--- src/rtl/lcd_host.sv ---
// Host sequencer for an LCD image controller: issues one command per op, streams
// a 64-pixel image on load, and captures the 16-byte result frame with a timeout.
module lcd_host (
  input  logic        clk,
  input  logic        reset,
  input  logic [2:0]  op,
  input  logic        op_valid,
  output logic        op_ready,
  output logic [5:0]  img_addr,
  input  logic [7:0]  img_data,
  output logic [2:0]  cmd,
  output logic        cmd_valid,
  output logic [7:0]  datain,
  input  logic        busy,
  input  logic [7:0]  dataout,
  input  logic        output_valid,
  output logic        frame_done,
  output logic        frame_err,
  output logic [11:0] frame_sum,
  input  logic [3:0]  rd_idx,
  output logic [7:0]  rd_data,
  output logic [2:0]  state_dbg
);

  // Handshake: an op transfers on a rising edge where op_valid && op_ready;
  // op_ready is high only in IDLE. cmd_valid is a single-cycle strobe with no
  // back-pressure from the controller beyond busy gating its issue cycle.
  typedef enum logic [2:0] {
    IDLE     = 3'd0,
    ISSUE    = 3'd1,
    LOAD     = 3'd2,
    WAIT_OUT = 3'd3,
    DONE     = 3'd4
  } state_t;

  state_t      state, state_nxt;
  logic [2:0]  op_q;
  logic [5:0]  load_cnt;
  logic [3:0]  beat_cnt;
  logic [7:0]  idle_cnt;
  logic [11:0] acc;
  logic [7:0]  fb [16];

  assign state_dbg = state;
  assign rd_data   = fb[rd_idx];

  always_ff @(posedge clk or posedge reset) begin
    if (reset) state <= IDLE;
    else       state <= state_nxt;
  end

  always_comb begin
    state_nxt  = state;
    op_ready   = 1'b0;
    cmd_valid  = 1'b0;
    cmd        = 3'd0;
    img_addr   = 6'd0;
    datain     = 8'd0;
    frame_done = 1'b0;
    case (state)
      IDLE: begin
        op_ready = 1'b1;
        if (op_valid) state_nxt = ISSUE;
      end
      ISSUE: begin
        if (!busy) begin
          cmd_valid = 1'b1;
          cmd       = op_q;
          state_nxt = (op_q == 3'd1) ? LOAD : WAIT_OUT;
        end
      end
      LOAD: begin
        img_addr = load_cnt;
        datain   = img_data;
        if (load_cnt == 6'd63) state_nxt = WAIT_OUT;
      end
      WAIT_OUT: begin
        // A beat on the last idle cycle wins over the timeout.
        if (output_valid) begin
          if (beat_cnt == 4'd15) state_nxt = DONE;
        end else if (idle_cnt == 8'd254) begin
          state_nxt = DONE;
        end
      end
      DONE: begin
        frame_done = 1'b1;
        state_nxt  = IDLE;
      end
      default: state_nxt = IDLE;
    endcase
  end

  always_ff @(posedge clk or posedge reset) begin
    if (reset) begin
      op_q      <= 3'd0;
      load_cnt  <= 6'd0;
      beat_cnt  <= 4'd0;
      idle_cnt  <= 8'd0;
      acc       <= 12'd0;
      frame_sum <= 12'd0;
      frame_err <= 1'b0;
      for (int i = 0; i < 16; i++) fb[i] <= 8'd0;
    end else begin
      if (state == IDLE && op_valid) op_q <= op;

      if (state == LOAD) load_cnt <= load_cnt + 6'd1;
      else               load_cnt <= 6'd0;

      if (state == WAIT_OUT) begin
        if (output_valid) begin
          fb[beat_cnt] <= dataout;
          acc          <= acc + {4'd0, dataout};
          beat_cnt     <= beat_cnt + 4'd1;
          idle_cnt     <= 8'd0;
        end else begin
          idle_cnt <= idle_cnt + 8'd1;
        end
        // Publish the result on entry to DONE so it is valid alongside frame_done.
        if (state_nxt == DONE) begin
          frame_sum <= output_valid ? (acc + {4'd0, dataout}) : acc;
          frame_err <= ~output_valid;
        end
      end else begin
        idle_cnt <= 8'd0;
      end

      if (state == DONE) begin
        acc      <= 12'd0;
        beat_cnt <= 4'd0;
      end
    end
  end

endmodule

--- config.mk ---
export PLATFORM = sky130hd
export DESIGN_NAME = lcd_host
export DESIGN_NICKNAME = d
export VERILOG_FILES = /design/src/rtl/lcd_host.sv
export SDC_FILE = /design/constraint.sdc
export NUM_CORES = 1
export LEC_CHECK = 0
export ABC_CLOCK_PERIOD_IN_PS = 6300
export CAP_MARGIN = 20
export CORE_MARGIN = 3
export CORE_UTILIZATION = 47
export DETAILED_ROUTE_END_ITERATION = 10
export GPL_TIMING_DRIVEN = 1
export PLACE_DENSITY_LB_ADDON = 0.1
export SLEW_MARGIN = 20
export SYNTH_ARGS = -nofsm -noshare
export SYNTH_HDL_FRONTEND = slang
export SYNTH_SLANG_ARGS = --single-unit
--- constraint.sdc ---
create_clock -name clk -period 6.3 [get_ports clk]
set_input_delay 1.26 -clock clk [delete_from_list [all_inputs] [get_ports clk]]
set_output_delay 1.26 -clock clk [all_outputs]
set_load 0.01 [all_outputs]
==> reports/qor.yml, run 1 <==
start_kind: "input pin"
vias: 5409
hp-start: "fb[9]"
die_w_um: 141
internal_power_mw: 2.75
core_area_um2: 17700
p_clk_share_pct: 26.1
die_h_um: 141
synth_commonest_cells: "dfrtp_1, mux2_2, nand2_1"
cts.sinks: 177
h-tree-depth: 4
synth_ff_type: "dfrtp_1"
worst_slack_ns: 1.37
cts_setup_buffers: 0
cts_tree: "done"
synth-edff-count: 0
finalSetupTns_ns: 0
io_buffers: 71
arrival_ns: 3.67
clk_pin_slew_ns: 0.07
period_minus_slack_ns: 4.93
hold_slack_ns: 0.479
cellPowerDensity_nw_per_um2: 398
fmax_mhz: 203
sw_frac_of_total_pct: 31.3
place.detailed.hpwl_um: 12700
status: "complete, no violations"
hold_violations: 0
synth_seq_cells: 177
gr-total-overflow: 0
path_class: "in2out"
synth_top_area_share_pct: 51.3
min_period_over_period_pct: 78.2
final_area_um2: 10100
final-max-slew-violation-count: 0
drive_above_1_share_pct: 26.4
drt_iter0_markers: 239
seqPwrFrac_pct: 43.8
area_growth_pct: 16.7
yosysMostFrequentCell: "dfrtp_1"
drv_cap: 0
pre_cts_slack_ns: 1.37
clockRootBuffer: "clkbuf_16"
clk_latency_ns: 0.42
nets: 748
syn_area_per_cell_um2: 13.4
clk_path_buf_depth: 2
placed_area_um2: 9490
fillCellCount: 1484
synth-async-reset-ratio_pct: 100
yosys.area.top_type: "dfrtp_1"
endpoint_kind: "output pin"
rsz0062_at_grt: "no"
num_rows: 48
r2r_start: "state_dbg[2]"
skew_ns: 0.00916
switchingPower_mw: 1.25
grt_pass1_vias: 5649
globalplace.congestion: 0.792
syn_area_um2: 8630
path_max_fanout: 32
cts_made_buffers: 17
vias_per_cell: 5.74
required_ns: 5.04
dieArea_um2: 20000
routedWlPerCell_um: 20.8
first_pass_iters: 4
initial_utilization_pct: 48.9
yosysSeqAreaShare_pct: 51.3
ys_types: 52
grt_pass1_wl_um: 31500
hp-class: "reg2reg"
worst_pin_slew_ns: 0.967
setup_viol: 0
drc: 0
power_leakage_nw: 4.69
drt_wl_total_um: 19600
grt_max_degree: 68
hold_buffers: 0
grt.total_usage_pct: 20.5
cts_resized: 0
synthTopCellsByArea: "dfrtp_1, mux2_2, mux4_1"
cp-startpoint: "rd_idx[0]"
diodes: 0
synthCells: 643
synth_warnings: 0
syn_nets: 687
final_antenna_net_count: 0
slew_headroom_pct: 35.6
io_pins: 72
antenna_found_initial: 0
ir_drop_mv: 0.245
comb_power_share_pct: 30.1
cell families after synthesis:
logic type,Yosys count,synth area share (%)
simple gates,144,8.90
flops,177,51.3
mux,162,27.5
buf+inv,46,2.52
compound gates,77,5.18
xor+xnor,21,2.13
fa+ha+maj,16,2.41
cells in the final DEF (no fill, tap or decap), drive strengths merged, types with 2 or more instances in the layout:
cell,instances
clkbuf,18
buf,5
mux2,118
a31oi,2
o21a,4
clkinv,4
nand3,28
xor2,13
and2,19
nor2b,3
or3,3
mux2i,4
nand4,6
nor2,26
mux4,40
clkinvlp,2
clkdlybuf4s50,70
a21o,2
dfrtp,177
a21oi,14
and3,2
ha,15
o21ai,43
o211ai,2
a211o,2
nand2,48
nor3,2
inv,20
xnor2,8
final timing paths:
check | endpoint | slack (ns) | cells past startpoint
hold reg to reg | fb[9] | 0.48 | 2
hold / removal | fb[9] | 0.48 | 2
min in group asynchronous | fb[52] | 1.28 | 2
setup / recovery | rd_data[3] | 1.37 | 4
setup reg to reg | fb[22] | 3.68 | 5
max in group asynchronous | state_dbg[2] | 3.83 | 3
final cells by class:
cell class | count | area, um2 | share of cell area (%)
clock buffers | 18 | 439 | 4.36
clock inverters | 14 | 145 | 1.44
inverters | 13 | 53.8 | 0.534
multi-input cells | 420 | 3990 | 39.6
flip-flops and latches | 177 | 4430 | 44.0
well taps | 225 | 282 | 2.79
repair buffers | 75 | 736 | 7.30
power groups by stage:
stage | Combinational, mW | Sequential (mW) | Clock (mW)
3_5_place_dp | 1.21 | 1.77 | 0
4_1_cts | 1.22 | 1.76 | 1.07
5_1_grt | 1.33 | 1.80 | 1.12
2_1_floorplan | 0.926 | 1.67 | 0
6_report | 1.21 | 1.76 | 1.05
3_3_place_gp | 1.17 | 1.76 | 0
critical path: stages:
cell and delay, ns:
buf_2 0.72, mux4_1 0.66, mux4_2 0.50, clkdlybuf4s50_1 0.51
per-layer routing:
layer | track usage (%) | up-vias | part of all wire [%]
met5 | 0 | - | 0
met4 | 3.99 | 0 | 0.77
met3 | 4.28 | 11 | 3.6
met2 | 33.8 | 108 | 50
met1 | 28.4 | 2801 | 46
li1 | - | 2489 | -
per-stage QoR:
stage | instances | util (%) | total power [mW]
CTS | 942 | 57.1 | 4.05
global placement | 910 | 53.7 | 2.93
floorplan | 643 | - | 2.60
detailed placement | 910 | 53.7 | 2.99
global route | 942 | 57.1 | 4.25
finish | 942 | 57.1 | 4.01
registers in the layout (all words and copies together) (netlist names):
name and cells:
load_cnt 6, op_q 3, frame_sum 12, acc 12, state_dbg 3, frame_err 1, fb 128, idle_cnt 8
beat_cnt 4
Power figures use the tool's default switching activity.
==> inputs of run 2 (changes only) <==
- ABC_CLOCK_PERIOD_IN_PS: 6300 -> 5000
- clock period: 6.3 -> 5 ns (I/O delays scaled with it)
==> run 2 against run 1 <==
- non-clock buffer count increased by 3
- utilization is 0.57 points higher
- total power up 30%
- wire length grew 1.3%
- largest power group unchanged
==> reports/qor.yml, run 2 (same netlist as run 1, synthesis figures left out) <==
cellPowerDensity_nw_per_um2: 510  # +28%
gr-total-overflow: 0  # unchanged
path_cells: "clkdlybuf4s50_1, buf_4, mux4_2, mux4_2, clkdlybuf4s50_1"
drt_wl_total_um: 19800  # +1.3%
grt_pass1_wl_um: 31300  # -0.59%
num_rows: 48  # unchanged
dp.cells: 913  # +0.33%
area_growth_pct: 17.9
io_buffers: 71  # unchanged
grt_pass1_vias: 5558  # -1.6%
max_flop_register: "fb"
globalplace.congestion: 0.819  # +3.3%
routedWlPerCell_um: 21.0  # +0.95%
power_leakage_nw: 4.73  # +0.87%
hold_buffers: 0  # unchanged
core_area_um2: 17700  # unchanged
endpoint_kind: "output pin"
grt.total_usage_pct: 20.5  # about the same
cts_tree: "done"
hold_slack_ns: 0.481  # +0.00195 ns
first_pass_iters: 4  # unchanged
crit_path_max_incr_delay_ns: 0.51  # -0.21 ns
drc: 0  # unchanged
arrival_ns: 3.25  # -0.42 ns
h-tree-depth: 4  # unchanged
hold_violations: 0  # unchanged
cts_made_buffers: 17  # unchanged
dieArea_um2: 20000  # unchanged
start_kind: "input pin"
placed_area_um2: 9530  # +0.44%
initial_utilization_pct: 48.9  # unchanged
setup_viol: 0  # unchanged
rsz0062_at_grt: "no"
p_total_mw: 5.19  # +30%
largest_reg_flops: 128  # unchanged
slew_headroom_pct: 34.6  # -1.0 points
finalSetupTns_ns: 0  # unchanged
fmax_mhz: 235
finalNonFillerCells: 945  # +0.32%
final_area_um2: 10200  # +1.0%
final_antenna_net_count: 0  # unchanged
clk_latency_ns: 0.44  # +0.02 ns
path_max_fanout: 32  # unchanged
final_common_cell: "dfrtp_1"
diodes: 0  # unchanged
nets: 751  # +0.40%
vias_per_cell: 5.76  # +0.24%
cts_setup_buffers: 0  # unchanged
final-max-slew-violation-count: 0  # unchanged
antenna_found_initial: 0  # unchanged
clk_pin_slew_ns: 0.07  # about the same
die_h_um: 141  # unchanged
clockRootBuffer: "clkbuf_16"
ir_drop_mv: 0.279  # +14%
cts_resized: 0  # unchanged
clk_path_buf_depth: 2  # unchanged
vias: 5439  # +0.55%
grt_max_degree: 178  # +160%
hp-class: "reg2reg"
min_period_over_period_pct: 84.9
skew_ns: 0.00938  # +0.000218 ns
io_pins: 72  # unchanged
worst_pin_slew_ns: 0.982  # +0.0150 ns
die_w_um: 141  # unchanged
layout_common_cells: "dfrtp_1, mux2_2, clkdlybuf4s50_1, nand2_1, o21ai_0"
required_ns: 4.00  # -1.04 ns
drv_cap: 0  # unchanged
place.detailed.hpwl_um: 12700  # -0.11%
cpMaxStageDelayCell: "mux4_2"
drt_iter0_markers: 239  # unchanged
period_minus_slack_ns: 4.25
drive_above_1_share_pct: 26.5  # +0.17 points
status: "complete, no violations"
cts.sinks: 177  # unchanged
path_class: "in2out"
reg_top3: "fb: 128 flops, acc: 12 flops, frame_sum: 12 flops"
## run 2: area by class of cell
class / instances / area (um2)
inverters: 13 / 52.6
multi-input cells: 420 / 3990
flip-flops and latches: 177 / 4430
repair buffers: 78 / 783
fillers: 1434 / 7480
clock buffers: 19 / 443
clock inverters: 13 / 196
well taps: 225 / 282
## run 2: power by group
group	leakage [nW]	switching (mW)	internal [mW]	total (mW)
registers	2.36	0.306	1.91	2.21
logic	2.06	0.681	0.850	1.53
clock network	0.306	0.586	0.861	1.45
## run 2: worst paths after layout
| path | cells after the start | slack, ns | startpoint | to |
|---|---|---|---|---|
| min reg2reg | 2 | 0.48 | frame_sum[10] | frame_sum[10] |
| min | 2 | 0.48 | frame_sum[10] | frame_sum[10] |
| max reg2reg | 5 | 2.25 | state_dbg[2] | fb[90] |
| max in group asynchronous | 3 | 3.12 | reset | beat_cnt[1] |
| min in group asynchronous | 3 | 1.13 | reset | fb[51] |
| max | 5 | 0.75 | rd_idx[1] | rd_data[5] |
## run 2: per-stage QoR
stage	setup WS, ns	util (%)
detailed placement	0.742	54.0
floorplan	1.72	-
global placement	0.784	54.0
global route	0.703	57.6
CTS	0.748	57.6
finish	0.753	57.6
## run 2: routing by layer
metal	up-vias	track usage [%]	wire, um	share of wire, %
li1	2494	-	-	-
met1	2790	28.2	8950	45
met2	131	33.0	9490	48
met3	24	4.79	1060	5.4
met4	0	5.40	308	1.6
met5	-	0	0	0
## run 2: worst max-delay path, delay by kind of cell
family | cells | cell delay [ns]
mux | 2 | 0.89
buf+inv | 3 | 1.35
